==> config.mk <==
export PLATFORM = sky130hd
export DESIGN_NAME = maxpool22_ctrl
export DESIGN_NICKNAME = d
export VERILOG_FILES = /design/src/rtl/maxpool22_ctrl_pkg.sv /design/src/rtl/maxpool22_ctrl_raster.sv /design/src/rtl/maxpool22_ctrl.sv
export SDC_FILE = /design/constraint.sdc
export NUM_CORES = 1
export LEC_CHECK = 0
export BUFFER_PORTS_ARGS = -buffer_cell sky130_fd_sc_hd__buf_2
export CORE_UTILIZATION = 51
export DETAILED_ROUTE_END_ITERATION = 12
export GPL_TIMING_DRIVEN = 0
export HOLD_SLACK_MARGIN = 0.03
export PLACE_DENSITY = 0.74
export SKIP_LAST_GASP = 1
export SYNTH_ARGS = -nofsm -noshare
export SYNTH_HDL_FRONTEND = slang
export SYNTH_SLANG_ARGS = --single-unit
==> constraint.sdc <==
create_clock -name clk -period 1.7 [get_ports clk]
set_clock_uncertainty 0.05 [all_clocks]
set_input_delay 0.17 -clock clk [delete_from_list [all_inputs] [get_ports clk]]
set_output_delay 0.17 -clock clk [all_outputs]
set_load 0.05 [all_outputs]
==> src/rtl/maxpool22_ctrl_pkg.sv <==
// Shared types and sizing helpers for the layer controllers (conv / pool sequencers).
package maxpool22_ctrl_pkg;

  typedef enum logic [1:0] {
    ST_IDLE  = 2'd0,
    ST_RUN   = 2'd1,
    ST_DRAIN = 2'd2,
    ST_DONE  = 2'd3
  } layer_state_e;

  // Row/column counter width for a square map; at least one bit.
  function automatic int unsigned ctr_width(input int unsigned map_size);
    return (map_size > 2) ? $clog2(map_size) : 1;
  endfunction

  // Width of a pooled (halved) coordinate; at least one bit.
  function automatic int unsigned pooled_width(input int unsigned map_size);
    return (map_size > 4) ? $clog2(map_size) - 1 : 1;
  endfunction

endpackage

==> src/rtl/maxpool22_ctrl_raster.sv <==
// Raster-order row/column position counter for a MAP_SIZE x MAP_SIZE map.
module maxpool22_ctrl_raster
  import maxpool22_ctrl_pkg::*;
#(
  parameter int unsigned  MAP_SIZE = 28,
  localparam int unsigned CW       = ctr_width(MAP_SIZE)
) (
  input  logic          clk,
  input  logic          rst,
  input  logic          clr,
  input  logic          adv,
  output logic [CW-1:0] row,
  output logic [CW-1:0] col,
  output logic          last_c
);

  localparam logic [CW-1:0] LAST = CW'(MAP_SIZE - 1);

  assign last_c = (row == LAST) && (col == LAST);

  // Column wraps into the next row; row holds at the last line until cleared.
  always_ff @(posedge clk or negedge rst) begin
    if (!rst) begin
      row <= '0;
      col <= '0;
    end else if (clr) begin
      row <= '0;
      col <= '0;
    end else if (adv) begin
      if (col == LAST) begin
        col <= '0;
        if (row != LAST) row <= row + CW'(1);
      end else begin
        col <= col + CW'(1);
      end
    end
  end

endmodule

==> src/rtl/maxpool22_ctrl.sv <==
// Sequencer for the 2x2 max-pool line buffer: handshakes the pixel stream, drives the
// pool's active-low shift enable and flags cycles where maxOut holds an aligned window.
module maxpool22_ctrl
  import maxpool22_ctrl_pkg::*;
#(
  parameter int unsigned  MAP_SIZE = 28,
  localparam int unsigned CW       = ctr_width(MAP_SIZE),
  localparam int unsigned OW       = pooled_width(MAP_SIZE)
) (
  input  logic          clk,
  input  logic          rst,
  input  logic          start,
  input  logic          in_valid,
  output logic          in_ready,
  input  logic          out_ready,
  output logic          pool_en,
  output logic          out_valid,
  output logic [OW-1:0] out_row,
  output logic [OW-1:0] out_col,
  output logic          busy,
  output logic          frame_done
);

  localparam int unsigned NRES = (MAP_SIZE / 2) * (MAP_SIZE / 2);
  localparam int unsigned RW   = $clog2(NRES + 1);

  layer_state_e  state, state_d;
  logic          accept;
  logic          handshake;
  logic          last_res;
  logic          win_done;
  logic          cnt_clr;
  logic          last_pix_c;
  logic [CW-1:0] row, col;
  logic [RW-1:0] res_cnt;

  assign cnt_clr = (state == ST_IDLE);

  maxpool22_ctrl_raster #(.MAP_SIZE(MAP_SIZE)) u_raster (
    .clk    (clk),
    .rst    (rst),
    .clr    (cnt_clr),
    .adv    (accept),
    .row    (row),
    .col    (col),
    .last_c (last_pix_c)
  );

  // Next state plus the combinational handshake; a pending window blocks any shift.
  always_comb begin
    state_d   = state;
    in_ready  = 1'b0;
    accept    = 1'b0;
    handshake = out_valid && out_ready;
    last_res  = handshake && (res_cnt == RW'(NRES - 1));
    case (state)
      ST_IDLE: begin
        if (start) state_d = ST_RUN;
      end
      ST_RUN: begin
        in_ready = !(out_valid && !out_ready);
        accept   = in_valid && in_ready;
        if (accept && last_pix_c) state_d = ST_DRAIN;
      end
      ST_DRAIN: begin
        if (last_res) state_d = ST_DONE;
      end
      ST_DONE: begin
        state_d = ST_IDLE;
      end
      default: begin
        state_d = ST_IDLE;
      end
    endcase
    pool_en = ~accept;
  end

  assign win_done = accept && row[0] && col[0];

  always_ff @(posedge clk or negedge rst) begin
    if (!rst) begin
      state      <= ST_IDLE;
      busy       <= 1'b0;
      frame_done <= 1'b0;
    end else begin
      state      <= state_d;
      busy       <= (state_d != ST_IDLE);
      frame_done <= (state_d == ST_DONE);
    end
  end

  // Result flag and pooled coordinates; consecutive windows never collide with a handshake.
  always_ff @(posedge clk or negedge rst) begin
    if (!rst) begin
      out_valid <= 1'b0;
      out_row   <= '0;
      out_col   <= '0;
      res_cnt   <= '0;
    end else begin
      if (win_done) begin
        out_valid <= 1'b1;
        out_row   <= OW'(row >> 1);
        out_col   <= OW'(col >> 1);
      end else if (handshake) begin
        out_valid <= 1'b0;
      end
      if (cnt_clr)        res_cnt <= '0;
      else if (handshake) res_cnt <= res_cnt + RW'(1);
    end
  end

endmodule

## After elaboration in Yosys (flattened, before gate mapping)

Index checks and enable logic that the tools add are counted.

| storage, ports and cells | value |
|---|---|
| logic and storage cells | 56 |
| bits of input ports | 5 |
| memories | 0 |
| bits in writable memories | 0 |
| ROM bits | 0 |
| flip-flop bits (word level) | 31 |
| bits in latches | 0 |

| cells by class | value |
|---|---|
| shift-type cells | 0 |
| multiply operators | 0 |
| bitwise operators | 1 |
| reductions and logical operators | 18 |
| magnitude comparators | 0 |
| eq/ne operators | 8 |
| add/subtract/negate cells | 3 |
| divide/modulo/power cells | 0 |
| mux-type cells | 17 |

Operators with widths:

| kind | count |
|---|---|
| 5-bit two-way mux | 7 |
| 8-bit two-way mux | 2 |
| 2-bit nonzero test | 6 |
| 5-bit by 1-bit adder with 5-bit output, second input constant | 2 |
| 5-bit == test, second input constant | 2 |
| 8-bit by 1-bit adder with 8-bit output, second input constant | 1 |
| 8-bit == test, second input constant | 1 |
| 1-bit logical AND | 8 |
| 2-bit case mux with 4 select lines | 1 |
| 2-bit == test, second input constant | 3 |
| 2-bit two-way mux | 3 |
| 5-bit != test, second input constant | 1 |
| 1-bit two-way mux | 4 |
| 3-bit AND reduction | 1 |
| 2-bit by 1-bit == test with 1-bit output, second input constant | 1 |
| 1-bit logical NOT | 2 |
| 2-bit logical NOT | 1 |
| 1-bit inverter | 1 |

## Logic depth before layout (Yosys ltp)

Gate-level depths: netlist of run 1.

| logic depth | value |
|---|---|
| depth after elaboration | 8 |
| gate-level depth with buffers | 6 |
| gate-level depth less buffers | 5 |

## Hierarchy

A second synthesis of run 1 with hierarchy kept.

| unflattened totals | value |
|---|---|
| cells, all modules | 138 |
| area total of the unflattened synthesis | 1,497.7 µm² |

Modules (own cells, without submodules):

| module | area each (µm²) | cells an instance | times used |
|---|---|---|---|
| maxpool22_ctrl | 919.6 | 80 | 1 |
| maxpool22_ctrl_raster | 578.1 | 58 | 1 |

## Least setup slack after synthesis of run 1

OpenSTA, ideal clock, no wires.

| timing path | value |
|---|---|
| path kind | register to register |
| start | register out_valid |
| end | register u_raster.col[0] |
| data required time | 1.573 ns |
| setup time | 0.077 ns |
| period minus slack after synthesis | 1.872 ns |
| setup slack | -0.172 ns |
| stages on the path, launching flop included | 6 |
| arrival | 1.745 ns |
| cell sequence | dfrtp_1 nor2b_4 nor3_4 inv_2 or3_1 a21oi_1 |

| on the way | value |
|---|---|
| longest elaborated chain between the ends | 5 |

Ends and longest elaborated chain:

| item | RTL line | source |
|---|---|---|
| start: declaration | maxpool22_ctrl.sv:17 | `output logic out_valid,` |
| start signal: assignment | maxpool22_ctrl.sv:95 | `out_valid <= 1'b0;` |
| start signal: assignment | maxpool22_ctrl.sv:101 | `out_valid <= 1'b1;` |
| start signal: assignment | maxpool22_ctrl.sv:105 | `out_valid <= 1'b0;` |
| 1-bit logical AND | maxpool22_ctrl.sv:61 | `in_ready = !(out_valid && !out_ready);` |
| 1-bit logical NOT | maxpool22_ctrl.sv:61 |  |
| 1-bit logical AND | maxpool22_ctrl.sv:62 | `accept = in_valid && in_ready;` |
| 1-bit two-way mux | maxpool22_ctrl.sv:56 | `case (state)` |
| 2-bit nonzero test (no source line) | -- |  |
| end signal: assignment | maxpool22_ctrl_raster.sv:34 | `col <= col + CW'(1);` |
| end: declaration | maxpool22_ctrl_raster.sv:13 | `output logic [CW-1:0] col,` |

Every way passes these cells.
A chain may end at the register's enable or synchronous reset.

## Worst setup path after layout of run 1

| timing path | value |
|---|---|
| start | register u_raster.col[1] |
| end | register u_raster.row[4] |

| on the way | value |
|---|---|
| longest elaborated chain between the ends | 3 |

Ends and longest elaborated chain:

| item | RTL line | source |
|---|---|---|
| 5-bit == test | maxpool22_ctrl_raster.sv:30 | `if (col == LAST) begin` |
| 2-bit nonzero test (no source line) | -- |  |
| 3-bit AND reduction (no source line) | -- |  |
| end signal: assignment | maxpool22_ctrl_raster.sv:32 | `if (row != LAST) row <= row + CW'(1);` |
| end: declaration | maxpool22_ctrl_raster.sv:12 | `output logic [CW-1:0] row,` |

Every way passes these cells.

==> metrics, run 1 <==
Final setup viols 0; outcome finished clean; Ports 18; vias in the first global route 1,058; Peak Freq 601.0 MHz; GR Overflow Total 0; die height 55.81 um; Max H-tree Level 2; initial detailed-routing violation count 27; total number of vias 1,127; Peak VDD IR 0.0007939 V; Leakage 0.8922 nW; Port Buf Inserts 17; Setup TNS Final 0 ns; Syn Area/Cell 11.02 um^2; Final GP Congestion 0.8253; layout cell share with drive strength beyond 1 31.76%; Ys Warns 0; Slew headroom 54.53%; drt drc 0; sequential-to-total area share from yosys stat 52.54%; wire per inst 14.20 um; Via density 5.607; CTS Root Cell clkbuf_4; crit start category register; Yosys cell types 38; fin crit period 1.664 ns; worst hold margin 0.06207 ns; fin crit share 97.88%; total die area 0.003114 mm^2; Post-DRT Antenna Nets 0; commonest non-fill, non-tap cell in the layout dfrtp_1; DR pass1 iterations 4; Req. time, crit path 1.91 ns; fillcell total 212; Non-Filler Instances 201; Hold Path Class in -> reg; Max-cap violations 0; GRT Overall Usage 20.50%; Slew Limit Fails 0; num rows 19; top-area cell type share of the netlist area 52.54%; flops & latches, synth 31; worst reg-to-reg setup slack 0.04 ns; area leader, netlist dfrtp_1; RSZ-0062 raised after global routing true; Post-Syn Instances 134; first-pass GRT wire length 4.857 mm; max incr delay on CP 0.49 ns; Placed Area 0.001604 mm^2; leading post-synthesis cells by cell area dfrtp_1, mux2_2, nor2_1, xor2_1, nand3_1; most frequent cells in the layout dfrtp_1, nor2_1, buf_2, buf_4, nand2_1; Worst setup EP type register; Final WS setup 0.03612 ns; Die W 55.81 um; critical path class reg -> reg; TritonCTS clock tree yes; Initial Util 53.54%; CP arrival 1.88 ns; DP HPWL 1.862 mm; Worst-Margin Slew 0.6820 ns; total chip power 1.800 mW; n_diodes 0; CTS Buf Count 5; Core Area 0.002758 mm^2; largest net degree at the start of global routing 32; CP max FO 5; Design Area, Final 0.001778 mm^2; Synth Cell Area 0.001476 mm^2; Max clock buf depth 2; Area Overhead vs Synth 20.42%; Detailed Route WL 2.855 mm; initial antenna violation count 0; DP Cell Count 182; PwrDens 1012 mW/mm^2; slowest CP cell or4_1; Post-Syn Nets 142; final hold vios 0; Worst-Skew Late Latency 0.32 ns; critical-path cell list ha_2 > and4b_1 > nand4_1 > or4_1 > nand3_1; pre-CTS setup slack -0.08407 ns; Final nets 177; clock sink count 31; Clock transition at path regs 0.09 ns; utilization after layout 64.47%
where the power goes:
group	switching, mW	internal (mW)	total (mW)	leakage, nW
clock	0.239	0.243	0.482	0.0386
sequential	0.0823	0.824	0.907	0.412
combinational	0.249	0.163	0.412	0.442
total	0.570	1.23	1.80	0.892
critical path: cells and delay by family (launching register included):
kind | cells | cell delay, ns
flip-flops | 1 | 0.37
AND/OR/NAND/NOR | 4 | 0.97
adder cells (fa/ha/maj) | 1 | 0.21
routing by layer:
layer / routed length (um) / share of wire, % / vias to the layer above / GRT usage (%)
li1: - / - / 552 / -
met1: 1380 / 48 / 547 / 27.26
met2: 1331 / 47 / 21 / 31.15
met3: 83 / 2.9 / 7 / 6.977
met4: 58 / 2.0 / 0 / 7.500
met5: 0 / 0 / - / 0
cells in the mapped netlist:
library cell   n
nand3_2        1
o311ai_0       1
or4_1          2
o211ai_1       1
nor3_1         2
nor2b_1        1
nand2b_4       1
buf_6          1
nand4_1        5
nand2b_1       2
nor2b_4        1
a21oi_1        2
a31oi_1        1
and2_1         2
inv_1          1
dfrtp_1       31
and4b_1        2
o21ai_0        2
nand3_1        8
clkbuf_1       3
a311o_1        1
xor2_1         5
ha_1           3
mux2_2         8
a31o_2         1
or2_2          1
inv_2          1
a21o_1         1
or3_1          2
a311oi_1       1
nor3_4         1
and3_1         4
nor4_1         3
mux2i_1        2
nor2_1        16
nand4b_1       2
nand2_1        9
xnor2_1        3
sequential cells by signal, indices dropped and copies added, names as in the netlist:
signal and count:
out_col 4, out_valid 1, u_raster.row 5, res_cnt 8, out_row 4, frame_done 1
busy 1, state 2, u_raster.col 5
area by class of cell:
type | count | area [um^2] | area share, %
clock buffer | 8 | 68.82 | 3.871
sequential | 31 | 777.0 | 43.70
timing repair buffer | 28 | 180.2 | 10.13
inverter | 2 | 10.01 | 0.5630
buffer | 4 | 23.77 | 1.337
tap | 31 | 38.79 | 2.182
multi-input combinational | 97 | 679.4 | 38.21
worst paths after layout:
check	endpoint	cells past startpoint	startpoint
max	u_raster.row[4]	5	u_raster.col[1]
min	busy	3	start
min in group asynchronous	u_raster.row[1]	2	rst
max in group asynchronous	out_valid	2	rst
max reg2reg	u_raster.row[4]	5	u_raster.col[1]
min reg2reg	out_row[1]	1	out_row[1]
logic make-up after synthesis:
| group | Yosys count | synth area share [%] |
|---|---|---|
| compound gates | 11 | 5.255 |
| buf+inv | 6 | 2.033 |
| mux | 10 | 7.458 |
| xor+xnor | 8 | 4.746 |
| flops | 31 | 52.54 |
| simple gates | 65 | 25.42 |
| fa+ha+maj | 3 | 2.543 |
repair_timing:
action                                  4_1_cts  5_1_grt
gates resized for setup                       2        5
endpoints found under the hold margin        31        0
pin swaps                                     1        2
cloned                                        0        0
buffers inserted                              5        5
endpoints found under the setup margin       11       12
hold buffers                                  1        0
No activity file was read; power rests on OpenSTA's default activity.
==> run 2: changes to the inputs <==
Settings changed: CORE_ASPECT_RATIO set to 1.5, SLEW_MARGIN set to 30.
Clock period 1.7 ns to 1.4 ns, I/O delays scaled along.
==> metrics, run 2 (synthesis results as in run 1) <==
pre-CTS setup slack -0.3953 ns (-0.3112 ns); final hold vios 0 (unchanged); Peak VDD IR 0.0009884 V (+24%); failing checks negative setup slack; Worst-Margin Slew 0.6909 ns (+0.008908 ns); Max clock buf depth 2 (unchanged); Hold Path Class in -> reg; DR WL met2 2.278 mm (+71%); drt drc 0 (unchanged); clock sink count 31 (unchanged); Flop pwr share 43.3% (-7.1 points); die height 67.90 um (+22%); Leakage 1.032 nW (+16%); Die W 45.93 um (-18%); Final WS setup -0.2321 ns (-0.2682 ns); num rows 23 (+4); Hold Path Origin start; FF-to-FF End u_raster.row[4]; crit start category register; vias in the first global route 1,278 (+21%); RSZ-0062 raised after global routing true; initial detailed-routing violation count 31 (+15%); total number of vias 1,317 (+17%); Area Overhead vs Synth 42.37%; fin crit period 1.632 ns (-0.03182 ns); Req. time, crit path 1.58 ns (-0.33 ns); met1 wire length 1.454 mm (+5.4%); NetSw 0.8443 mW (+48%); Core Area 0.002705 mm^2 (-1.9%); Post-DRT Antenna Nets 0 (unchanged); Via density 5.906 (+5.3%); Non-Filler Instances 223 (+11%); combinational share of power 26.7% (+3.8 points); GR Overflow Total 0 (unchanged); Final GP Congestion 0.8154 (-1.2%); Slew headroom 53.94% (-0.59 points); internal power 1.740 mW (+41%); TritonCTS clock tree yes; Worst R2R Start u_raster.col[0]; Detailed Route WL 4.096 mm (+43%); Final nets 193 (+9.0%); DR pass1 iterations 4 (unchanged); Max-cap violations 0 (unchanged); most frequent cells in the layout dfrtp_1, buf_4, nor2_1, buf_2, mux2_2; Worst Reg2Reg Path Length in Cells 5 (unchanged); Hold EP busy; DP Cell Count 188 (+3.3%); layout cell share with drive strength beyond 1 47.31% (+16 points); top flop regs res_cnt x8, u_raster.col x5, u_raster.row x5; met3 WL 157 um (+89%); total die area 0.003118 mm^2 (+0.14%); highest routed layer met4; max reg flops 8 (unchanged); clock power share 30.0% (+3.2 points); CP max FO 4 (-1); Max H-tree Level 2 (unchanged); wire per inst 18.37 um (+29%); CTS Buf Count 5 (unchanged); Slew Limit Fails 0 (unchanged); hold path depth 3 (unchanged); GRT Overall Usage 26.76% (+6.3 points); initial antenna violation count 0 (unchanged); Largest Register res_cnt; Ports 18 (unchanged); CP arrival 1.81 ns (-0.07 ns); critical path class reg -> reg; outcome finished with violations; worst reg-to-reg setup slack -0.23 ns (-0.27 ns); fin crit share 116.6% (+19 points); commonest non-fill, non-tap cell in the layout dfrtp_1; CTS Root Cell clkbuf_8; Initial Util 54.58% (+1.0 points); DP HPWL 2.042 mm (+9.7%); first-pass GRT wire length 5.775 mm (+19%); Worst setup EP type register; Worst-Skew Late Latency 0.29 ns (-0.03 ns); switching part of the total power 32.68% (+1.0 points); n_diodes 0 (unchanged); Port Buf Inserts 17 (unchanged); Clock transition at path regs 0.07 ns (-0.02 ns); Peak Freq 612.7 MHz (+1.9%); largest net degree at the start of global routing 32 (unchanged); PwrDens 1229 mW/mm^2 (+21%); Final setup viols 19 (+19)
run 2: cell count changes in the layout (fill, tap and decap cells not counted), sizes merged:
cell and change:
nand3 +1, buf +18, clkbuf -3
run 2: how the worst max path moves through the flow:
stage | start | endpoint | slack, ns | cells after the start
floorplan | out_valid | u_raster.col[0] | -0.29 | 5
global placement | u_raster.col[0] | u_raster.row[4] | -0.38 | 5
detailed placement | u_raster.col[0] | u_raster.row[4] | -0.40 | 5
CTS | u_raster.col[1] | u_raster.row[2] | -0.16 | 6
global route | u_raster.col[0] | u_raster.row[4] | -0.29 | 6
finish | u_raster.col[0] | u_raster.row[4] | -0.23 | 5
run 2: cell type report:
class	instances	area (um^2)
tap	37	46.29
multi-input combinational	98	808.3
inverter	2	10.01
fill	181	603.1
sequential	31	778.2
timing repair buffer	44	325.3
buffer	3	33.78
clock buffer	8	100.1
run 2: stage by stage:
| step | hold slack (ns) | setup TNS [ns] | utilization, % | power, mW | cell area [um^2] |
|---|---|---|---|---|---|
| global route | 0.08665 | -3.000 | 77.71 | 2.695 | 2102 |
| floorplan | -0.2056 | -3.760 | - | 1.436 | 1480 |
| global placement | 0.1530 | -5.539 | 59.57 | 1.545 | 1612 |
| finish | 0.08054 | -1.955 | 77.71 | 2.584 | 2102 |
| detailed placement | 0.1688 | -6.161 | 59.57 | 1.570 | 1612 |
| CTS | 0.07005 | -1.398 | 72.48 | 2.498 | 1961 |
run 2: power by group through the flow:
stage	combinational, mW	clock (mW)	sequential (mW)
after floorplan	0.212	0	1.22
after global placement	0.418	0	1.13
after detailed placement	0.434	0	1.14
after CTS	0.595	0.790	1.11
after global routing	0.730	0.833	1.13
final	0.690	0.775	1.12
run 2: worst max-delay path: stages, from the launching register on:
cell and delay [ns]:
dfrtp_1 0.40, ha_4 0.17, and4b_1 0.26, nand4_1 0.16, or4_4 0.45, nand3_2 0.09
run 2: repair_timing:
action                                  in CTS  in global routing
setup buffers                               16                 12
pin swaps                                   18                 12
hold buffers                                 1                  0
gates resized for setup                     28                 19
hold endpoints to repair                    31                  0
cloned                                       1                  0
endpoints found under the setup margin      30                 32
run 2: metal layers:
metal | global-route usage, % | vias to the layer above
met5 | 0 | -
met4 | 18.01 | 0
met1 | 29.49 | 663
met2 | 43.49 | 48
met3 | 7.388 | 19
li1 | - | 587
